===== src/rtl/retospect_bs_loader.sv =====
// Configuration bitstream writer: serialises bytes LSB-first onto the fabric config chain,
// returns the displaced chain contents as readback bytes, then pulses reset_nn.
module retospect_bs_loader #(
  parameter int CHAIN_LEN = 1188,
  parameter int CNT_W     = 11
) (
  input  logic       clk,
  input  logic       rst_n,
  input  logic       start,
  output logic       busy,
  output logic       done,
  output logic       underrun,
  input  logic       in_valid,
  input  logic [7:0] in_data,
  output logic       in_ready,
  output logic       cfg_en,
  output logic       cfg_bs,
  input  logic       chain_bs,
  output logic       rb_valid,
  output logic [7:0] rb_data,
  output logic       reset_nn_out
);

  localparam int NBYTES = (CHAIN_LEN + 7) / 8;
  localparam int TAIL   = CHAIN_LEN % 8;
  localparam logic [CNT_W-1:0] CHAIN_LEN_C = CNT_W'(CHAIN_LEN);
  localparam logic [CNT_W-1:0] NBYTES_C    = CNT_W'(NBYTES);

  typedef enum logic [1:0] {S_IDLE, S_LOAD, S_NNRST, S_DONE} state_t;

  state_t           state_q, state_d;
  logic [CNT_W-1:0] bits_sent_q, bits_sent_d;
  logic [CNT_W-1:0] bits_issued_q, bits_issued_d;
  logic [CNT_W-1:0] bytes_acc_q, bytes_acc_d;
  logic [7:0]       shift_q, shift_d;
  logic [3:0]       shift_cnt_q, shift_cnt_d;
  logic [7:0]       hold_q, hold_d;
  logic             hold_full_q, hold_full_d;
  logic             cfg_en_q, cfg_en_d;
  logic             cfg_bs_q, cfg_bs_d;
  logic [7:0]       rb_acc_q, rb_acc_d;
  logic             rb_tail_q, rb_tail_d;
  logic             rb_valid_q, rb_valid_d;
  logic [7:0]       rb_data_q, rb_data_d;
  logic             underrun_q, underrun_d;
  logic             reset_nn_q, reset_nn_d;
  logic             done_q, done_d;
  logic             accept;

  assign in_ready     = (state_q == S_LOAD) && !hold_full_q && (bytes_acc_q < NBYTES_C);
  assign accept       = in_ready && in_valid;
  assign busy         = (state_q == S_LOAD) || (state_q == S_NNRST);
  assign done         = done_q;
  assign underrun     = underrun_q;
  assign cfg_en       = cfg_en_q;
  assign cfg_bs       = cfg_bs_q;
  assign rb_valid     = rb_valid_q;
  assign rb_data      = rb_data_q;
  assign reset_nn_out = reset_nn_q;

  always_comb begin
    state_d       = state_q;
    bits_sent_d   = bits_sent_q;
    bits_issued_d = bits_issued_q;
    bytes_acc_d   = bytes_acc_q;
    shift_d       = shift_q;
    shift_cnt_d   = shift_cnt_q;
    hold_d        = hold_q;
    hold_full_d   = hold_full_q;
    cfg_en_d      = 1'b0;
    cfg_bs_d      = 1'b0;
    rb_acc_d      = rb_acc_q;
    rb_tail_d     = rb_tail_q;
    rb_valid_d    = 1'b0;
    rb_data_d     = rb_data_q;
    underrun_d    = underrun_q;
    reset_nn_d    = 1'b0;
    done_d        = 1'b0;

    // Partial last readback byte goes out one edge after its final capture.
    if (rb_tail_q) begin
      rb_valid_d = 1'b1;
      rb_data_d  = rb_acc_q;
      rb_tail_d  = 1'b0;
    end

    case (state_q)
      S_IDLE: begin
        if (start) begin
          state_d       = S_LOAD;
          bits_sent_d   = '0;
          bits_issued_d = '0;
          bytes_acc_d   = '0;
          shift_d       = '0;
          shift_cnt_d   = '0;
          hold_d        = '0;
          hold_full_d   = 1'b0;
          rb_acc_d      = '0;
          rb_tail_d     = 1'b0;
          underrun_d    = 1'b0;
        end
      end

      S_LOAD: begin
        if (accept) begin
          hold_d      = in_data;
          hold_full_d = 1'b1;
          bytes_acc_d = bytes_acc_q + 1'b1;
        end

        // Issue side: bits beyond CHAIN_LEN in the last byte are simply never issued.
        if (bits_issued_q < CHAIN_LEN_C) begin
          if (shift_cnt_q != 4'd0) begin
            cfg_en_d      = 1'b1;
            cfg_bs_d      = shift_q[0];
            shift_d       = {1'b0, shift_q[7:1]};
            shift_cnt_d   = shift_cnt_q - 4'd1;
            bits_issued_d = bits_issued_q + 1'b1;
          end else if (hold_full_q) begin
            cfg_en_d      = 1'b1;
            cfg_bs_d      = hold_q[0];
            shift_d       = {1'b0, hold_q[7:1]};
            shift_cnt_d   = 4'd7;
            hold_full_d   = 1'b0;
            bits_issued_d = bits_issued_q + 1'b1;
          end else if (bytes_acc_q != '0) begin
            // Waiting for the very first byte is start-up latency, not starvation.
            underrun_d = 1'b1;
          end
        end

        // Fabric shifts on edges where the registered cfg_en is high.
        if (cfg_en_q) begin
          bits_sent_d                    = bits_sent_q + 1'b1;
          rb_acc_d[bits_sent_q[2:0]]     = chain_bs;
          if (bits_sent_q[2:0] == 3'd7) begin
            rb_valid_d = 1'b1;
            rb_data_d  = {chain_bs, rb_acc_q[6:0]};
            rb_acc_d   = '0;
          end else if ((TAIL != 0) && (bits_sent_q + 1'b1 == CHAIN_LEN_C)) begin
            rb_tail_d = 1'b1;
          end
          if (bits_sent_q + 1'b1 == CHAIN_LEN_C) begin
            state_d    = S_NNRST;
            reset_nn_d = 1'b1;
          end
        end
      end

      S_NNRST: begin
        state_d = S_DONE;
        done_d  = 1'b1;
      end

      S_DONE: begin
        state_d = S_IDLE;
      end

      default: begin
        state_d = S_IDLE;
      end
    endcase
  end

  always_ff @(posedge clk or negedge rst_n) begin
    if (!rst_n) begin
      state_q       <= S_IDLE;
      bits_sent_q   <= '0;
      bits_issued_q <= '0;
      bytes_acc_q   <= '0;
      shift_q       <= '0;
      shift_cnt_q   <= '0;
      hold_q        <= '0;
      hold_full_q   <= 1'b0;
      cfg_en_q      <= 1'b0;
      cfg_bs_q      <= 1'b0;
      rb_acc_q      <= '0;
      rb_tail_q     <= 1'b0;
      rb_valid_q    <= 1'b0;
      rb_data_q     <= '0;
      underrun_q    <= 1'b0;
      reset_nn_q    <= 1'b0;
      done_q        <= 1'b0;
    end else begin
      state_q       <= state_d;
      bits_sent_q   <= bits_sent_d;
      bits_issued_q <= bits_issued_d;
      bytes_acc_q   <= bytes_acc_d;
      shift_q       <= shift_d;
      shift_cnt_q   <= shift_cnt_d;
      hold_q        <= hold_d;
      hold_full_q   <= hold_full_d;
      cfg_en_q      <= cfg_en_d;
      cfg_bs_q      <= cfg_bs_d;
      rb_acc_q      <= rb_acc_d;
      rb_tail_q     <= rb_tail_d;
      rb_valid_q    <= rb_valid_d;
      rb_data_q     <= rb_data_d;
      underrun_q    <= underrun_d;
      reset_nn_q    <= reset_nn_d;
      done_q        <= done_d;
    end
  end

endmodule


===== config.mk =====
export PLATFORM = sky130hd
export DESIGN_NAME = retospect_bs_loader
export DESIGN_NICKNAME = d
export VERILOG_FILES = /design/src/rtl/retospect_bs_loader.sv
export SDC_FILE = /design/constraint.sdc
export NUM_CORES = 1
export LEC_CHECK = 0
export BUFFER_PORTS_ARGS = -buffer_cell sky130_fd_sc_hd__buf_2
export CAP_MARGIN = 20
export CORE_AREA = 2 2 120 122
export CTS_CLUSTER_DIAMETER = 40
export DETAILED_ROUTE_END_ITERATION = 12
export DIE_AREA = 0 0 122 124
export GPL_ROUTABILITY_DRIVEN = 0
export SLEW_MARGIN = 20
export SYNTH_ARGS = -nofsm -noshare
export SYNTH_HDL_FRONTEND = slang
export SYNTH_SLANG_ARGS = --single-unit

===== constraint.sdc =====
create_clock -name clk -period 2.2 [get_ports clk]
set_input_delay 0.44 -clock clk [delete_from_list [all_inputs] [get_ports clk]]
set_output_delay 0.44 -clock clk [all_outputs]
set_load 0.02 [all_outputs]

After elaboration in Yosys (flattened, before gate mapping). Index checks and enable logic that the tools add are counted.

Output and inout bits: 16. Register bits after elaboration: 79. Input bits: 13. Logic and storage cells: 120.

Mux-type cells: 65. Equality and inequality tests: 14. Reduce and logical (&&, ||, !) cells: 16. $lt $le $gt $ge: 4. $add $sub $neg: 4.

Operators with widths (number): 2-to-1 mux 8 bit (11); 2-to-1 mux 11 bit (6); case mux 11 bit (2 select lines) (3); case mux 8 bit (2 select lines) (3); adder 11 x 1 -> 11 bit, second input constant (3); 2-to-1 mux 1 bit (29); 2-to-1 mux 4 bit (4); equality test 11 bit, second input constant (1); < comparator 11 bit, second input constant (1); < comparator 11 x 8 -> 1 bit, second input constant (1); nonzero test 11 bit (1); != test 2 bit, second input constant (5); AND reduction 3 bit (3); bitwise mux 8 bit (1); case mux 2 bit (4 select lines) (1); case mux 4 bit (2 select lines) (1); 2-to-1 mux 2 bit (3); != test 2 x 1 -> 1 bit, second input constant (3); AND reduction 6 bit (1); equality test 2 bit, second input constant (2); logical AND 1 bit (4); < comparator 3 x 4 -> 1 bit, second input constant (1); case mux 1 bit (2 select lines) (2); AND reduction 4 bit (1); other kinds (12) (12).

Depth between registers and ports, before layout.
Depth in word-level cells: 9. Mapped depth: 9. Gate-level depth less buffers: 7.

Worst setup path before layout. No wires, ideal clock.

Kind: register to register. Start: register shift_cnt_q[0]. End: register bits_issued_q[10]. Clock period less this slack: 1.951 ns. Path slack: 0.249 ns. Path buffers: 1. Arrival: 1.829 ns. Setup time: 0.122 ns. Stages on the path, launching flop included: 9. Required time: 2.078 ns. Cells stage by stage: dfrtp_1 inv_1 ha_1 or3b_1 nor2_2 o21a_1 buf_4 nor2_2 a32o_1.

Longest elaborated chain between the ends: 4. Elaborated cells on any way between the ends: 6. Those cells by class: eq/ne (1); mux (3); reduce/logical (2).

Ends and longest elaborated chain: from (decl) (line 36) `logic [3:0] shift_cnt_q, shift_cnt_d;`; from (signal assigned) (line 190) `shift_cnt_q <= shift_cnt_d;`; nonzero test 4 bit * (line 113) `if (shift_cnt_q != 4'd0) begin`; 2-to-1 mux 11 bit (line 113); 2-to-1 mux 11 bit (line 112) `if (bits_issued_q < CHAIN_LEN_C) begin`; case mux 11 bit (2 select lines) (line 87) `case (state_q)`; to (signal assigned) (line 187) `bits_issued_q <= bits_issued_d;`; to (decl) (line 33) `logic [CNT_W-1:0] bits_issued_q, bits_issued_d;`.

Mark *: on every way between the ends. The rest lies on a longest branch, timed or not. The select of a mux whose other input is x is not followed. A chain may end at the register's enable or synchronous reset.

Final worst setup path.
Start: register bytes_acc_q[0]. End: output in_ready.

Longest elaborated chain between the ends: 2.

Ends and longest elaborated chain: from (decl) (line 34) `logic [CNT_W-1:0] bytes_acc_q, bytes_acc_d;`; from (signal assigned) (line 188) `bytes_acc_q <= bytes_acc_d;`; < comparator 11 x 8 -> 1 bit (line 50) `assign in_ready = (state_q == S_LOAD) && !hold_full_q && (bytes_acc_q < NBYTES_C);`; logical AND 1 bit (line 50); to (decl) (line 15) `output logic in_ready,`.

Every way passes these cells.

==> flow_summary_export.csv <==
group,metric,value,unit
die,die_x,122,µm
grt,grt_pass1_wl,16500,µm
clocking,holdBufCountCts,0,
final_layout,layout-drive-gt1-share,0.203,
die,die_area,15100,µm²
placed_design,dpl_cell_area,4570,µm²
sta,maxSlewViolCount,0,
die,start_util,0.298,
placed_design,dp_hpwl,6800,µm
final_layout,antenna_cells,0,
route,num_vias,3346,
pwr,combPwrFrac,0.379,
grt,grt_pass1_vias,3414,
setup_path,cp-end-kind,"output port",
clocking,cts_buffers,9,
sta,fin_crit_sh,0.986,
placed_design,dp_cells,629,
yosys,synth_top_family_by_area,"simple AND/OR/NAND/NOR gates",
yosys,synth-compound-area-share,0.196,
yosys,synth-xor-area-share,0.00642,
die,rows,43,
sta,setup_viol,0,
yosys,synth_ff_type,"dfrtp_1",
min_path,hp-class,"input port to asynchronous set/reset pin",
route,post_drt_wl_per_cell,14.9,µm
run_status,status,"complete, no violations",
sta,fmax,461,MHz
final_layout,fin_util,0.356,
yosys,post_synth.cell_area_avg,9.82,µm²
yosys,synth.area.top_cells,"dfrtp_1 (48%), o21ai_0 (5.0%), nand3_1 (3.5%)",
yosys,yosys.area_share.simple,0.202,
route,drcViolationCount,0,
grt,grt_max_degree,41,
yosys,synthAdderAreaFrac,0.0306,
die,io_pins,29,
yosys,synth_edf_count,0,
pwr,swShare,0.376,
route,ant_nets,0,
grt,gr-total-overflow,0,
die,fp.dieH,124,µm
grt,grt_usage,0.136,
sta,setup_slack,30.7,ps
yosys,yosysTopAreaCellShare,0.477,
clocking,cts_root_buf,"clkbuf_16",
grt,antenna_found_initial,0,
job,maxCapViolCount,0,
sta,worstMarginPinSlew,589,ps
setup_path,crit_required,1760,ps
clocking,htree_levels,3,
setup_path,path_max_fanout,6,
clocking,cts.clk_slew.worst_paths,60,ps
clocking,clock-sinks,78,
sta,skew,6.49,ps
final_layout,final_area,4890,µm²
placed_design,io_buffers,28,
yosys,synth_largest_area_cell,"dfrtp_1",
clocking,cts_setup_buffers,0,
sta,hold_viol,0,
yosys,yosysSeqAreaShare,0.477,
yosys,synth_nets,440,
route,drt-total-wl,9570,µm
sta,finalCriticalPeriod,2170,ps
yosys,synthMuxAreaShare,0.0510,
clocking,insertion_delay,330,ps
pwr,power.leakage,2.19,nW
yosys,syn_area,4100,µm²
final_layout,fin_cells,644,
route,drt-vias-per-instance,5.20,
final_layout,nNetsFinal,483,
yosys,synth-warning-count,0,
placed_design,preCtsSetupSlack,124,ps
setup_path,critPathKind,"flip-flop to output port",
yosys,async_flop_share,1.00,
pwr,power_density,1070,nW/µm²
sta,final.setup.tns,0,ps
route,dr.pass1.iters,4,
sta,rsz0062_at_grt,"true",
pwr,seq_power_share,0.345,
yosys,synth_cell_types,56,
pwr,intPower,0.00325,W
pwr,pwr-share-clk,0.276,
final_layout,area_growth,19.4,%
setup_path,arrival,1730,ps
clocking,cts_buffer_depth,2,
yosys,syn_inst,417,
clocking,cts_tree,"yes",
route,drt_iter0_markers,302,
pwr,p_switching,0.00196,W
pwr,irDropWorstVdd,482,µV
yosys,synth_seq_cells,78,
setup_path,cp-start-kind,"flip-flop",
sta,max-slew-margin-rel,0.605,
die,core,13700,µm²
## final cells by class
type / instances / area [µm²]
Fill cell: 1398 / 8830
Clock buffer: 11 / 233
Timing Repair Buffer: 52 / 363
Inverter: 12 / 45.0
Multi-Input combinational cell: 307 / 2020
Clock inverter: 4 / 48.8
Tap cell: 180 / 225
Sequential cell: 78 / 1950
## cell usage in the layout, fill, tap and decap left out, types with 8 or more instances in the layout
cell type,instances
a21oi_1,14
a22o_1,9
and2_1,8
buf_2,26
buf_4,23
clkbuf_16,9
dfrtp_1,77
ha_1,9
inv_1,11
mux2i_1,13
nand2_1,34
nand2b_1,8
nand3_1,29
nor2_1,24
o21ai_0,41
o31ai_1,12
## through the flow
stage                     power (W)  hold slack, ps
final                       0.00522            95.7
after global routing        0.00558             130
after CTS                   0.00521             112
after detailed placement    0.00374             463
after global placement      0.00370             456
after floorplan             0.00306             144
## logic make-up (layout without fill, tap and decap cells)
| kind of cell | Yosys count | in the layout |
|---|---|---|
| xor gates and xnor gates | 3 | 3 |
| muxes | 20 | 20 |
| buffers and inverters | 32 | 79 |
| AOI/OAI and AO/OA | 121 | 121 |
| adders and majority gates | 10 | 10 |
| and+or+nand+nor | 153 | 153 |
| DFF | 78 | 78 |
## power by group through the flow
| stage | Sequential, W | Combinational, W | Clock, W |
|---|---|---|---|
| finish | 0.00180 | 0.00198 | 0.00144 |
| global route | 0.00183 | 0.00219 | 0.00156 |
| CTS | 0.00179 | 0.00194 | 0.00148 |
| detailed placement | 0.00182 | 0.00192 | 0 |
| global placement | 0.00181 | 0.00189 | 0 |
| floorplan | 0.00180 | 0.00126 | 0 |
## per-layer routing
metal	track usage	vias up	part of all wire
met3	0.0353	15	0.045
met2	0.230	71	0.47
met5	0	-	0
met4	0.0366	0	0.014
li1	-	1632	-
met1	0.174	1628	0.47
## state kept, by name (all words and copies together), names as in the netlist
signal	count
bits_issued_q	11
bits_sent_q	11
bytes_acc_q	11
hold_q	8
rb_acc_q	8
rb_data	8
shift_q	7
shift_cnt_q	4
state_q	2
cfg_bs	1
cfg_en	1
done	1
hold_full_q	1
rb_tail_q	1
rb_valid	1
reset_nn_out	1
underrun	1
## cells in the mapped netlist (3+ instances only)
master     number
buf_2           7
and4_1          4
nand4_1         6
a31o_2          4
dfrtp_1        78
nor2_1         26
mux2i_1        13
mux2_2          7
nand3_1        29
clkbuf_1        8
nand2_1        35
a21oi_1        14
or4_1           5
inv_1          11
o2bb2ai_1       6
ha_1           10
and2_1          8
o21a_1          4
and3_1          7
a32o_1          3
a22o_1          9
nor4_1          3
o31ai_1        13
o21ai_0        41
nand2b_1        8
nor2b_1         5
o31a_1          3
a31oi_1         7
nor3_1          6
## critical path, stage by stage, from the launching register on
cell     delay [ps]
dfrtp_2         440
o21a_1          190
o21a_1          190
o31ai_2         210
and3_1          210
buf_4           150
## path summary, 6_finish.rpt
kind	from	end	slack [ps]	cells after the start
worst max-delay path	bytes_acc_q[0]$_DFFE_PN0P_	in_ready	30	5
worst min-delay path	rst_n	bits_sent_q[2]$_DFFE_PN0P_	100	1
worst max register to register	shift_cnt_q[0]$_DFFE_PN0P_	bits_issued_q[3]$_DFFE_PN0P_	130	8
worst min register to register	rb_acc_q[7]$_DFFE_PN0P_	rb_acc_q[7]$_DFFE_PN0P_	480	2
max in group asynchronous	rst_n	bytes_acc_q[0]$_DFFE_PN0P_	1550	2
min in group clk	in_data[3]	hold_q[3]$_DFFE_PN0P_	330	3
## repair_timing
action | CTS | global route
resized for setup | 2 | 9
pin swaps | 0 | 1
setup endpoints to repair | 1 | 9
Note: power is estimated with default switching activity, not from simulation.
